**src/rtl/pipe_ctrl.sv**
```systemverilog
// pipe_ctrl - pipeline control unit for the 5-stage core.
//
// Merges per-stage stall requests into the stall hold vector. Sequences
// exception and eret redirection as freeze (one cycle, all stages held)
// followed by flush (one cycle, new_pc loaded into the PC register).
// Counts the cycles stalled by stage requests, saturating at all-ones.
//
// Ports:
//   clk            - clock, all state updates on the rising edge
//   rst            - synchronous active-high reset
//   stallreq_if    - fetch stage hold request
//   stallreq_id    - decode stage hold request
//   stallreq_ex    - execute stage hold request
//   stallreq_mem   - memory stage hold request
//   excepttype_i   - exception code from memory stage, 0 = none
//   cp0_epc_i      - current EPC from CP0
//   stall          - hold vector {wb, mem/wb, ex/mem, id/ex, if/id, pc}
//   flush          - one-cycle pulse: clear stage latches, load new_pc
//   new_pc         - redirect address, valid while flush is high
//   stall_cycles_o - saturating count of request-driven stall cycles
//
// CNT_INIT is the counter's reset value; it stays 0 in the core and is
// only moved to start a measurement window near a chosen value.

module pipe_ctrl #(
   parameter logic [31:0] EXC_VECTOR = 32'h0000_0020,
   parameter logic [31:0] ERET_CODE  = 32'h0000_000e,
   parameter logic [31:0] CNT_INIT   = 32'h0000_0000
) (
   input  logic        clk,
   input  logic        rst,
   input  logic        stallreq_if,
   input  logic        stallreq_id,
   input  logic        stallreq_ex,
   input  logic        stallreq_mem,
   input  logic [31:0] excepttype_i,
   input  logic [31:0] cp0_epc_i,
   output logic [5:0]  stall,
   output logic        flush,
   output logic [31:0] new_pc,
   output logic [31:0] stall_cycles_o
);

   typedef enum logic {
      S_RUN,
      S_FLUSH
   } state_t;

   state_t state;
   logic   exc_pend;
   logic   any_req;

   assign exc_pend = (excepttype_i != '0);
   assign any_req  = stallreq_if | stallreq_id | stallreq_ex | stallreq_mem;

   // Hold vector: the requesting stage and everything upstream of it hold.
   always_comb begin
      stall = '0;
      if (state == S_RUN) begin
         if (exc_pend)          stall = '1;
         else if (stallreq_mem) stall = 6'b011111;
         else if (stallreq_ex)  stall = 6'b001111;
         else if (stallreq_id)  stall = 6'b000111;
         else if (stallreq_if)  stall = 6'b000011;
         else                   stall = '0;
      end
   end

   always_ff @(posedge clk) begin
      if (rst) begin
         state          <= S_RUN;
         flush          <= 1'b0;
         new_pc         <= '0;
         stall_cycles_o <= CNT_INIT;
      end else begin
         case (state)
            S_RUN: begin
               if (exc_pend) begin
                  new_pc <= (excepttype_i == ERET_CODE) ? cp0_epc_i : EXC_VECTOR;
                  flush  <= 1'b1;
                  state  <= S_FLUSH;
               end else if (any_req && (stall_cycles_o != '1)) begin
                  stall_cycles_o <= stall_cycles_o + 32'd1;
               end
            end
            S_FLUSH: begin
               // Every input is ignored here; new_pc keeps its value.
               flush <= 1'b0;
               state <= S_RUN;
            end
            default: begin
               flush <= 1'b0;
               state <= S_RUN;
            end
         endcase
      end
   end

endmodule

```
**config.mk**
```make
export PLATFORM = sky130hd
export DESIGN_NAME = pipe_ctrl
export DESIGN_NICKNAME = d
export VERILOG_FILES = /design/src/rtl/pipe_ctrl.sv
export SDC_FILE = /design/constraint.sdc
export NUM_CORES = 1
export LEC_CHECK = 0
export ABC_CLOCK_PERIOD_IN_PS = 2900
export BUFFER_PORTS_ARGS = -buffer_cell sky130_fd_sc_hd__buf_4
export CAP_MARGIN = 5
export CORE_MARGIN = 2
export CORE_UTILIZATION = 47
export CTS_BUF_LIST = sky130_fd_sc_hd__clkbuf_2
export DETAILED_ROUTE_END_ITERATION = 16
export PLACE_DENSITY = 0.85
export SETUP_SLACK_MARGIN = 0.15
export SKIP_LAST_GASP = 1
export SYNTH_ARGS = -nofsm -noshare
export SYNTH_HDL_FRONTEND = slang
export SYNTH_SLANG_ARGS = --single-unit
```
**constraint.sdc**
```tcl
create_clock -name clk -period 2.9 [get_ports clk]
set_input_delay 0.58 -clock clk [delete_from_list [all_inputs] [get_ports clk]]
set_output_delay 0.58 -clock clk [all_outputs]
set_load 0.01 [all_outputs]
```
==> key figures, run 1 <==
Outcome
  – Run status: finished, final reports clean

Clocking
  – CTS Buf Count: 9
  – CTS tree: done
  – Worst skew pair latency: 0.54 ns
  – H-tree depth: 3
  – Clock slew at reported path FFs: around 0.24 ns
  – Root Driver: clkbuf_2
  – CTS sink cnt: between 60 and 70
  – Max Buffers Root-to-Sink: 2
  – Hold buffers post-CTS: 0

Global routing
  – Number of global-route vias before repair: 2937
  – Congestion Overflow GR: 0
  – Gr usage total: 0.2464
  – Antenna violations before repair: 0
  – Largest net degree at the start of global routing: 41
  – Global-route wire length before repair: 12950 um

Setup path
  – Reg2Reg Setup Slack: 0.50 ns
  – CP required: approximately 2.3 ns
  – Arrival @ worst endpoint: between 2 and 2.5 ns
  – Crit Path Category: input port to primary output
  – Crit Path Max Fanout: 4
  – CP Launch Type: input port
  – Worst setup EP type: primary output

Synthesis
  – Synth cell types: 37
  – Most common cell in the netlist: dfxtp_1
  – Synth top area share: 0.4575
  – Syn nets: 380
  – Synth async-reset ratio: 0
  – EDFF count, synth: 0
  – Post-Syn Area per Cell: 9.346 um2
  – Synthesized instance count: around 310
  – Synthesis Warnings: 0
  – Register area share after synthesis: 0.4575
  – Seq cells post-synth: 66
  – Area leader, netlist: dfxtp_1
  – Post-synth top cells: dfxtp_1 (66), a22o_1 (31), a21oi_1 (28), or4_1 (24), o31ai_1 (22)
  – Synth area leaders: dfxtp_1 (46%), a22o_1 (9.4%), or4_1 (6.2%)
  – Synth Cell Area: 2888 um2
  – Leading register cell type out of synthesis: dfxtp_1

Floorplan
  – Core Area: 5921 um2
  – # IOs: 141
  – Starting density of the core: 0.4877
  – Chip height: 82.39 um
  – Die width: 82.39 um
  – Rows: 28
  – Die area: a little under 7000 um2

Routing
  – DRC: 0
  – WL/cell: between 15 and 20 um
  – Vias: ~3000
  – Antenna Nets Post-Route: 0
  – Via-to-Cell Ratio: 5.867
  – First DRT Iteration DRCs: 159
  – Routed WL: 8080 um
  – Drt pass-1 iters: 4

Final layout
  – Layout cells sized above 1: 0.3902
  – Layout Nets: 517
  – # fillers: just over 500
  – Area Growth Syn to Fin: 43.20%
  – Area occupied by multi-input gates: 1421 um2
  – FF+latch area: 1321 um2
  – Number of diodes: 0

STA
  – Least-Margin Pin Slew: 0.5350 ns
  – Final-report hold violation count: 0
  – Slew HR: 0.6400
  – Hold WS: 0.2159 ns
  – Setup TNS: 0 ns
  – Pins Over Slew Limit: 0
  – Clk_skew: 0.04116 ns
  – Max Clk Rate: slightly below 0.4 GHz
  – Setup violators final: 0
  – Min Tclk post-route: 2.587 ns
  – Final period util: 0.8921
  – RSZ-0062 raised after global routing: no

Power
  – Leakage: 1.691 nW
  – Max VDD drop: about 0.27 mV
  – Clock power share: 0.367
  – Int Power: between 1 and 1.5 mW
  – Sequential power share: 0.560
  – Switching Power: 0.4330 mW
  – Overall power: 1.636 mW
  – Switching Share: 0.2646
  – Comb pwr share: 0.073
  – Cell Pwr Density: a little under 400 nW/um2

Placement
  – Final HPWL DP: between 5000 and 6000 um
  – PortBufs: 140
  – Global placement routability congestion: 0.7950

Worst hold path
  – Min-delay worst type: input port to flop

Run
  – # Max-Cap Violations: 0
## registers in the layout (all words and copies together) (netlist names)
signal	cells
new_pc	32
stall_cycles_o	32
flush	1
state	1
## cell families (layout without fill, tap and decap cells)
kind of cell / count (synthesis) / after routing / share of synthesized area
AOI/OAI and AO/OA: 91 / 91 / 0.2257
DFF: 66 / 66 / 0.4575
buffers and inverters: 34 / 176 / 0.05459
muxes: 5 / 5 / 0.01950
adders and majority gates: 1 / 1 / 0.004332
and+or+nand+nor: 112 / 112 / 0.2383
## through the flow
step	utilization	setup slack (ns)	cell area, um2	std cells
global route	0.6984	0.1656	4135	526
finish	0.6984	0.3129	4135	526
detailed placement	0.6758	0.08784	4001	510
CTS	0.6974	0.2465	4129	526
floorplan	-	0.3635	2888	309
global placement	0.6758	0.1759	4001	510
## area by class of cell
type / instances / share of cell area
Timing Repair Buffer: 152 / 0.2759
Clock buffer: 9 / 0.01089
Multi-Input combinational cell: 209 / 0.3437
Clock inverter: 7 / 0.01997
Sequential cell: 66 / 0.3195
Tap cell: 75 / 0.02269
Inverter: 8 / 0.007262
## cell usage in the layout, fill, tap and decap left out, types with 4 or more instances in the layout
cell      Yosys  final
a21oi_1      28     28
a22o_1       31     31
and4_1        6      6
buf_4         1    152
clkbuf_2      0      9
dfxtp_1      66     66
inv_1         8      8
inv_6         0      5
nand2_1      10     10
nand3_1      10     10
nand4_1      10     10
nor2_1       12     12
nor2b_1       4      4
nor3_1        8      8
nor4_1       14     12
o31ai_1      22     22
or4_1        24     24
## power by group through the flow
| stage | Combinational [mW] | Sequential, mW | Clock, mW |
|---|---|---|---|
| 2_1_floorplan | 0.0306 | 0.932 | 0 |
| 3_3_place_gp | 0.117 | 0.934 | 0 |
| 3_5_place_dp | 0.120 | 0.934 | 0 |
| 4_1_cts | 0.120 | 0.916 | 0.609 |
| 5_1_grt | 0.129 | 0.917 | 0.652 |
| 6_report | 0.119 | 0.916 | 0.601 |
## per-layer routing
metal / vias to the layer above / GRT usage / wire length, um
met3: 16 / 0.07174 / 639
li1: 1484 / - / -
met5: - / 0 / 0
met2: 127 / 0.4121 / 3957
met4: 0 / 0.1183 / 161
met1: 1459 / 0.2880 / 3323
## final timing paths
path                                        from                              end  cells after the start
setup / recovery                 excepttype_i[9]                         stall[5]                      8
hold / removal                      cp0_epc_i[1]           new_pc[1]$_SDFFE_PP0P_                      2
setup reg to reg  stall_cycles_o[2]$_SDFFE_PP0P_  stall_cycles_o[28]$_SDFFE_PP0P_                      5
hold reg to reg   stall_cycles_o[5]$_SDFFE_PP0P_   stall_cycles_o[5]$_SDFFE_PP0P_                      2
## critical path, stage by stage
cell	delay [ns]
buf_4	0.11
nor4_1	0.27
nand4_1	0.21
buf_4	0.21
nor3_1	0.24
buf_4	0.17
nor2_1	0.05
buf_4	0.17
## what timing repair did
item / 4_1_cts / 5_1_grt
endpoints found under the setup margin: 0 / 3
gates resized for setup: 0 / 1
hold endpoints to repair: 0 / 0
setup buffers: 0 / 0
Note: power is estimated with default switching activity, not from simulation.
==> run 2: changes to the inputs <==
--- a/config.mk
+++ b/config.mk
@@ -12,6 +12,7 @@
 export CORE_UTILIZATION = 47
 export CTS_BUF_LIST = sky130_fd_sc_hd__clkbuf_2
 export DETAILED_ROUTE_END_ITERATION = 16
+export MAX_ROUTING_LAYER = met4
 export PLACE_DENSITY = 0.85
 export SETUP_SLACK_MARGIN = 0.15
 export SKIP_LAST_GASP = 1
==> run 2 against run 1 <==
Register-to-register slack got worse by 0.03 ns. Die area unchanged. First-iteration DRC count is 14% higher. Sequential share of layout area did not move. Worst setup slack improved by 0.0021 ns. Highest routed layer unchanged. Sequential power is essentially flat. Global-route usage increased by 0.70 points. Wire length is 0.38% higher. Final cell count unchanged. Worst hold slack improved by 0.0026 ns.
==> key figures, run 2 (synthesis gave the netlist of run 1 again) <==
STA
  – Pins Over Slew Limit: 0 (unchanged)
  – Setup TNS: 0 ns (unchanged)
  – Final period util: 0.8914 (about the same)
  – Least-Margin Pin Slew: 0.5403 ns (+0.005218 ns)
  – Setup violators final: 0 (unchanged)
  – Min Tclk post-route: 2.585 ns (-0.002134 ns)
  – Clk_skew: 0.04075 ns (-0.0004095 ns)
  – Slew HR: 0.6365 (-0.003511)
  – RSZ-0062 raised after global routing: no
  – Final-report hold violation count: 0 (unchanged)
  – Max Clk Rate: 0.3868 GHz (about the same)

Floorplan
  – # IOs: 141 (unchanged)
  – Die width: 82.39 um (unchanged)
  – Die area: 6787 um2 (unchanged)
  – Chip height: 82.39 um (unchanged)
  – Rows: 28 (unchanged)
  – Core Area: 5921 um2 (unchanged)
  – Starting density of the core: 0.4877 (unchanged)

Routing
  – DRC: 0 (unchanged)
  – Antenna Nets Post-Route: 0 (unchanged)
  – First DRT Iteration DRCs: 182 (+14%)
  – Drt pass-1 iters: 4 (unchanged)
  – WL/cell: 15.42 um (+0.38%)
  – Via-to-Cell Ratio: 5.808 (-1.0%)
  – Vias: 3055 (-1.0%)
  – Routed WL: 8111 um (+0.38%)

Worst hold path
  – Hold path cells: 2 (unchanged)
  – Min-delay worst type: input port to flop

Clocking
  – CTS sink cnt: 66 (unchanged)
  – Max Buffers Root-to-Sink: 2 (unchanged)
  – Root Driver: clkbuf_2
  – Worst skew pair latency: 0.54 ns (about the same)
  – CTS Buf Count: 9 (unchanged)
  – Postcts setup bufs: 0 (unchanged)
  – Clock slew at reported path FFs: 0.24 ns (about the same)
  – CTS tree: done
  – H-tree depth: 3 (unchanged)

Setup path
  – Critical path's most frequent cell: buf_4
  – Crit path depth: 8 (unchanged)
  – CP Launch Type: input port
  – Slowest cell on the critical path: nor4_1
  – CP required: 2.32 ns (about the same)
  – Reg2reg path depth: 5 (unchanged)
  – Arrival @ worst endpoint: 2.01 ns (about the same)
  – Worst setup EP type: primary output
  – CP max stage delay: 0.27 ns (about the same)
  – Crit Path Category: input port to primary output
  – Cell Chain, Critical Path: buf_4, nor4_1, nand4_1, buf_4, nor3_1, buf_4, nor2_1, buf_4
  – Cell family with most CP delay: simple AND/OR/NAND/NOR gates
  – Crit Path Max Fanout: 4 (unchanged)
  – CP bufs+invs: 4 (unchanged)

Placement
  – PortBufs: 140 (unchanged)
  – Final HPWL DP: 5934 um (unchanged)
  – Global placement routability congestion: 0.8064 (+1.4%)

Power
  – Switching Share: 0.2642 (-0.0004561)
  – Cell Pwr Density: 395.5 nW/um2 (about the same)
  – Max VDD drop: 0.2672 mV (-0.10%)
  – Leakage: 1.691 nW (unchanged)
  – Comb pwr share: 0.073 (about the same)
  – Clock power share: 0.367 (about the same)
  – Int Power: 1.203 mW (about the same)
  – Switching Power: 0.4320 mW (-0.23%)
  – Sequential power share: 0.560 (about the same)

Outcome
  – Run status: finished, final reports clean

Global routing
  – Congestion Overflow GR: 0 (unchanged)
  – Largest net degree at the start of global routing: 41 (unchanged)
  – Global-route wire length before repair: 12950 um (unchanged)
  – Number of global-route vias before repair: 2936 (-0.034%)
  – Gr usage total: 0.2534 (+0.006975)
  – Antenna violations before repair: 0 (unchanged)

Run
  – # Max-Cap Violations: 0 (unchanged)

Final layout
  – Layout cells sized above 1: 0.3902 (unchanged)
  – Number of diodes: 0 (unchanged)
  – Fin util: 0.6984 (unchanged)
  – Commonest non-fill, non-tap cell in the layout: buf_4
  – Highest-count cells in the layout ignoring fill and taps: buf_4 (152), dfxtp_1 (66), a22o_1 (31), a21oi_1 (28), or4_1 (24)
  – Layout Nets: 517 (unchanged)
  – Area Growth Syn to Fin: 43.20% (unchanged)
  – Top flop regs: new_pc x32, stall_cycles_o x32
==> run 2: cell counts in the layout (fill, tap and decap cells not counted) <==
Identical to the previous run, type by type.
==> run 2: power groups by stage <==
| stage | registers [mW] | clock network, mW | logic [mW] |
|---|---|---|---|
| 3_5_place_dp | 0.934 | 0 | 0.120 |
| 4_1_cts | 0.916 | 0.609 | 0.120 |
| 5_1_grt | 0.917 | 0.652 | 0.129 |
| 6_report | 0.916 | 0.600 | 0.120 |
| 2_1_floorplan | 0.932 | 0 | 0.0306 |
| 3_3_place_gp | 0.934 | 0 | 0.117 |
==> run 2: area by class of cell <==
type | instances | area, um2
clock buffer | 9 | 45.04
multi-input combinational | 209 | 1421
fill | 503 | 1785
tap | 75 | 93.84
inverter | 8 | 30.03
clock inverter | 7 | 82.58
sequential | 66 | 1321
timing repair buffer | 152 | 1141
==> run 2: per-stage QoR <==
| step | power, mW | hold slack (ns) | cells | instance area [um2] | setup WS [ns] |
|---|---|---|---|---|---|
| after floorplan | 0.9626 | 0.5038 | 309 | 2888 | 0.3635 |
| after global placement | 1.051 | 0.4642 | 510 | 4001 | 0.1759 |
| after detailed placement | 1.054 | 0.4655 | 510 | 4001 | 0.08784 |
| after CTS | 1.646 | 0.2019 | 526 | 4129 | 0.2465 |
| after global routing | 1.699 | 0.1937 | 526 | 4135 | 0.1656 |
| final | 1.636 | 0.2185 | 526 | 4135 | 0.3150 |
==> run 2: final timing paths <==
| path | start | endpoint | slack, ns |
|---|---|---|---|
| min reg2reg | stall_cycles_o[5]$_SDFFE_PP0P_ | stall_cycles_o[5]$_SDFFE_PP0P_ | 0.51 |
| min | cp0_epc_i[7] | new_pc[7]$_SDFFE_PP0P_ | 0.22 |
| max | excepttype_i[9] | stall[5] | 0.31 |
| max reg2reg | stall_cycles_o[2]$_SDFFE_PP0P_ | stall_cycles_o[28]$_SDFFE_PP0P_ | 0.47 |
==> run 2: repair_timing <==
item | in CTS | in global routing
setup endpoints to repair | 0 | 3
hold buffers | 0 | 0
resized for setup | 0 | 1
==> run 2: worst reg2reg max path, cell delays in order, from the launching register on <==
cell	delay, ns
dfxtp_1	0.48
and4_1	0.36
and4_1	0.37
nand4_1	0.42
nor4_1	0.37
mux2_1	0.35
==> run 2: layer usage <==
metal | vias up | global-route usage | wire (um) | part of all wire
met5 | - | - | 0 | 0
met4 | 0 | 0.1183 | 144 | 0.018
met3 | 13 | 0.05543 | 530 | 0.065
met2 | 116 | 0.4129 | 3980 | 0.49
met1 | 1444 | 0.2975 | 3455 | 0.43
li1 | 1482 | - | - | -
==> run 3: changes to the inputs <==
--- a/config.mk
+++ b/config.mk
@@ -5,15 +5,16 @@
 export SDC_FILE = /design/constraint.sdc
 export NUM_CORES = 1
 export LEC_CHECK = 0
-export ABC_CLOCK_PERIOD_IN_PS = 2900
 export BUFFER_PORTS_ARGS = -buffer_cell sky130_fd_sc_hd__buf_4
 export CAP_MARGIN = 5
+export CELL_PAD_IN_SITES_DETAIL_PLACEMENT = 1
+export CELL_PAD_IN_SITES_GLOBAL_PLACEMENT = 2
 export CORE_MARGIN = 2
-export CORE_UTILIZATION = 47
+export CORE_UTILIZATION = 26
 export CTS_BUF_LIST = sky130_fd_sc_hd__clkbuf_2
 export DETAILED_ROUTE_END_ITERATION = 16
 export MAX_ROUTING_LAYER = met4
-export PLACE_DENSITY = 0.85
+export PLACE_DENSITY = 0.84
 export SETUP_SLACK_MARGIN = 0.15
 export SKIP_LAST_GASP = 1
 export SYNTH_ARGS = -nofsm -noshare
==> run 3 against run 2 <==
Global-route usage is 8.2 points lower. Worst setup slack worse by 0.013 ns. Fmax is 0.50% lower. Sequential cell count stayed put. Largest power group unchanged.
==> key figures, run 3 (synthesis gave the netlist of run 1 again) <==
Placement
  – Final HPWL DP: 7097 um (+20%)
  – Global placement routability congestion: 0.7816 (-3.1%)
  – Dpl ws: 0.06340 ns (-0.02445 ns)
  – Placed cell count: 575 (+13%)
  – Post-placement cell area: 4108 um2 (+2.7%)
  – PortBufs: 140 (unchanged)

Clocking
  – Hold buffers post-CTS: 0 (unchanged)
  – CTS sink cnt: 66 (unchanged)
  – CTS Buf Count: 9 (unchanged)
  – Postcts setup bufs: 0 (unchanged)
  – Worst skew pair latency: 0.52 ns (-0.02 ns)
  – Max Buffers Root-to-Sink: 2 (unchanged)
  – CTS tree: done
  – Root Driver: clkbuf_2
  – H-tree depth: 3 (unchanged)
  – Clock slew at reported path FFs: 0.23 ns (about the same)

Floorplan
  – Rows: 38 (+36%)
  – Die width: 109.4 um (+33%)
  – Core Area: 10840 um2 (+83%)
  – Die area: 11970 um2 (+76%)
  – Starting density of the core: 0.2664 (-0.2214)
  – Chip height: 109.4 um (+33%)
  – # IOs: 141 (unchanged)

Routing
  – Antenna Nets Post-Route: 0 (unchanged)
  – WL/cell: 16.30 um (+5.7%)
  – First DRT Iteration DRCs: 126 (-31%)
  – DRC: 0 (unchanged)
  – Vias: 3099 (+1.4%)
  – Via-to-Cell Ratio: 5.235 (-9.9%)
  – Drt pass-1 iters: 4 (unchanged)
  – Routed WL: 9650 um (+19%)

Worst hold path
  – Worst hold start: cp0_epc_i[18]
  – Min-delay worst type: input port to flop

Setup path
  – Critical path's most frequent cell: buf_4
  – CP max stage delay: 0.34 ns (+0.07 ns)
  – Cell Chain, Critical Path: buf_4, nor4_1, nand4_1, buf_4, nor4_2, a21oi_1, buf_4
  – Slowest cell on the critical path: nor4_2
  – CP bufs+invs: 3 (-1)
  – Crit Path Category: input port to primary output
  – Worst setup EP type: primary output
  – Reg-to-Reg Start: stall_cycles_o[2]$_SDFFE_PP0P_
  – Setup crit start: excepttype_i[13]
  – CP Launch Type: input port
  – CP required: 2.32 ns (about the same)
  – Cell family with most CP delay: simple AND/OR/NAND/NOR gates
  – Crit Path Max Fanout: 4 (unchanged)
  – Arrival @ worst endpoint: 2.02 ns (about the same)

Final layout
  – Commonest non-fill, non-tap cell in the layout: buf_4
  – Area occupied by multi-input gates: 1426 um2 (+0.35%)
  – Area Growth Syn to Fin: 47.14%
  – Layout cells sized above 1: 0.3925 (+0.002217)
  – # fillers: 1288 (+160%)
  – Fin util: 0.3920 (-0.3065)
  – Finished Cell Area: 4249 um2 (+2.8%)
  – Layout Nets: 517 (unchanged)
  – FF+latch area: 1321 um2 (unchanged)
  – Highest-count cells in the layout ignoring fill and taps: buf_4 (150), dfxtp_1 (66), a22o_1 (31), a21oi_1 (28), or4_1 (24)
  – Fin cells: 592 (+13%)
  – Top flop regs: new_pc x32, stall_cycles_o x32

STA
  – Pins Over Slew Limit: 0 (unchanged)
  – Setup TNS: 0 ns (unchanged)
  – Setup violators final: 0 (unchanged)
  – RSZ-0062 raised after global routing: no
  – Slew HR: 0.5492 (-0.08734)
  – Min Tclk post-route: 2.598 ns (+0.01304 ns)
  – Final-report hold violation count: 0 (unchanged)
  – Max Clk Rate: 0.3849 GHz (-0.50%)
  – Setup slack after layout: 0.3019 ns (-0.01304 ns)
  – Clk_skew: 0.02567 ns (-0.01508 ns)
  – Final period util: 0.8959 (+0.004496)
  – Least-Margin Pin Slew: 0.6701 ns (+0.1298 ns)

Global routing
  – Gr usage total: 0.1711 (-0.08231)
  – Most Crowded Layer GR: met2
  – Largest net degree at the start of global routing: 41 (unchanged)
  – Congestion Overflow GR: 0 (unchanged)
  – M2 GR Usage: 0.2685 (-0.1444)
  – Global-route wire length before repair: 15500 um (+20%)
  – M3 GR Usage: 0.05276 (-0.002678)
  – Number of global-route vias before repair: 3226 (+9.9%)
  – Met1 usage: 0.1981 (-0.09938)
  – Antenna violations before repair: 1 (+1)

Outcome
  – Run status: finished, final reports clean

Run
  – # Max-Cap Violations: 0 (unchanged)

Power
  – Cell Pwr Density: 388.9 nW/um2 (-1.7%)
  – Max VDD drop: 0.1920 mV (-28%)
  – Leakage: 1.697 nW (+0.36%)
-- run 3: repair_timing --
item / 4_1_cts / 5_1_grt
setup endpoints to repair: 0 / 5
endpoints found under the hold margin: 0 / 0
resized for setup: 0 / 2
-- run 3: final timing paths --
| kind | end | slack, ns | cells after the start |
|---|---|---|---|
| max | stall[2] | 0.30 | 7 |
| min | new_pc[18]$_SDFFE_PP0P_ | 0.24 | 2 |
| max reg2reg | stall_cycles_o[26]$_SDFFE_PP0P_ | 0.44 | 5 |
| min reg2reg | new_pc[14]$_SDFFE_PP0P_ | 0.51 | 1 |
-- run 3: stage by stage --
stage | hold WS [ns] | power, mW
2_1_floorplan | 0.5038 | 0.9626
3_3_place_gp | 0.4622 | 1.054
3_5_place_dp | 0.4664 | 1.058
4_1_cts | 0.1996 | 1.675
5_1_grt | 0.1765 | 1.730
6_report | 0.2372 | 1.652
-- run 3: report_power, final --
part | switching (mW) | total (mW) | internal (mW)
sequential | 0.00398 | 0.916 | 0.912
clock | 0.396 | 0.613 | 0.217
combinational | 0.0463 | 0.123 | 0.0767
total | 0.446 | 1.65 | 1.21
-- run 3: per-layer routing --
metal,vias up,share of wire
met3,19,0.069
met5,-,0
met4,0,0.020
met2,107,0.48
met1,1487,0.44
li1,1486,-
-- run 3: final cells by class --
cell class                 count  share of cell area
sequential                    66              0.3110
multi-input combinational    209              0.3357
clock inverter                 7             0.01943
clock buffer                   9             0.01060
timing repair buffer         152              0.2744
inverter                       8            0.007067
tap                          140             0.04122
antenna                        1           0.0005889
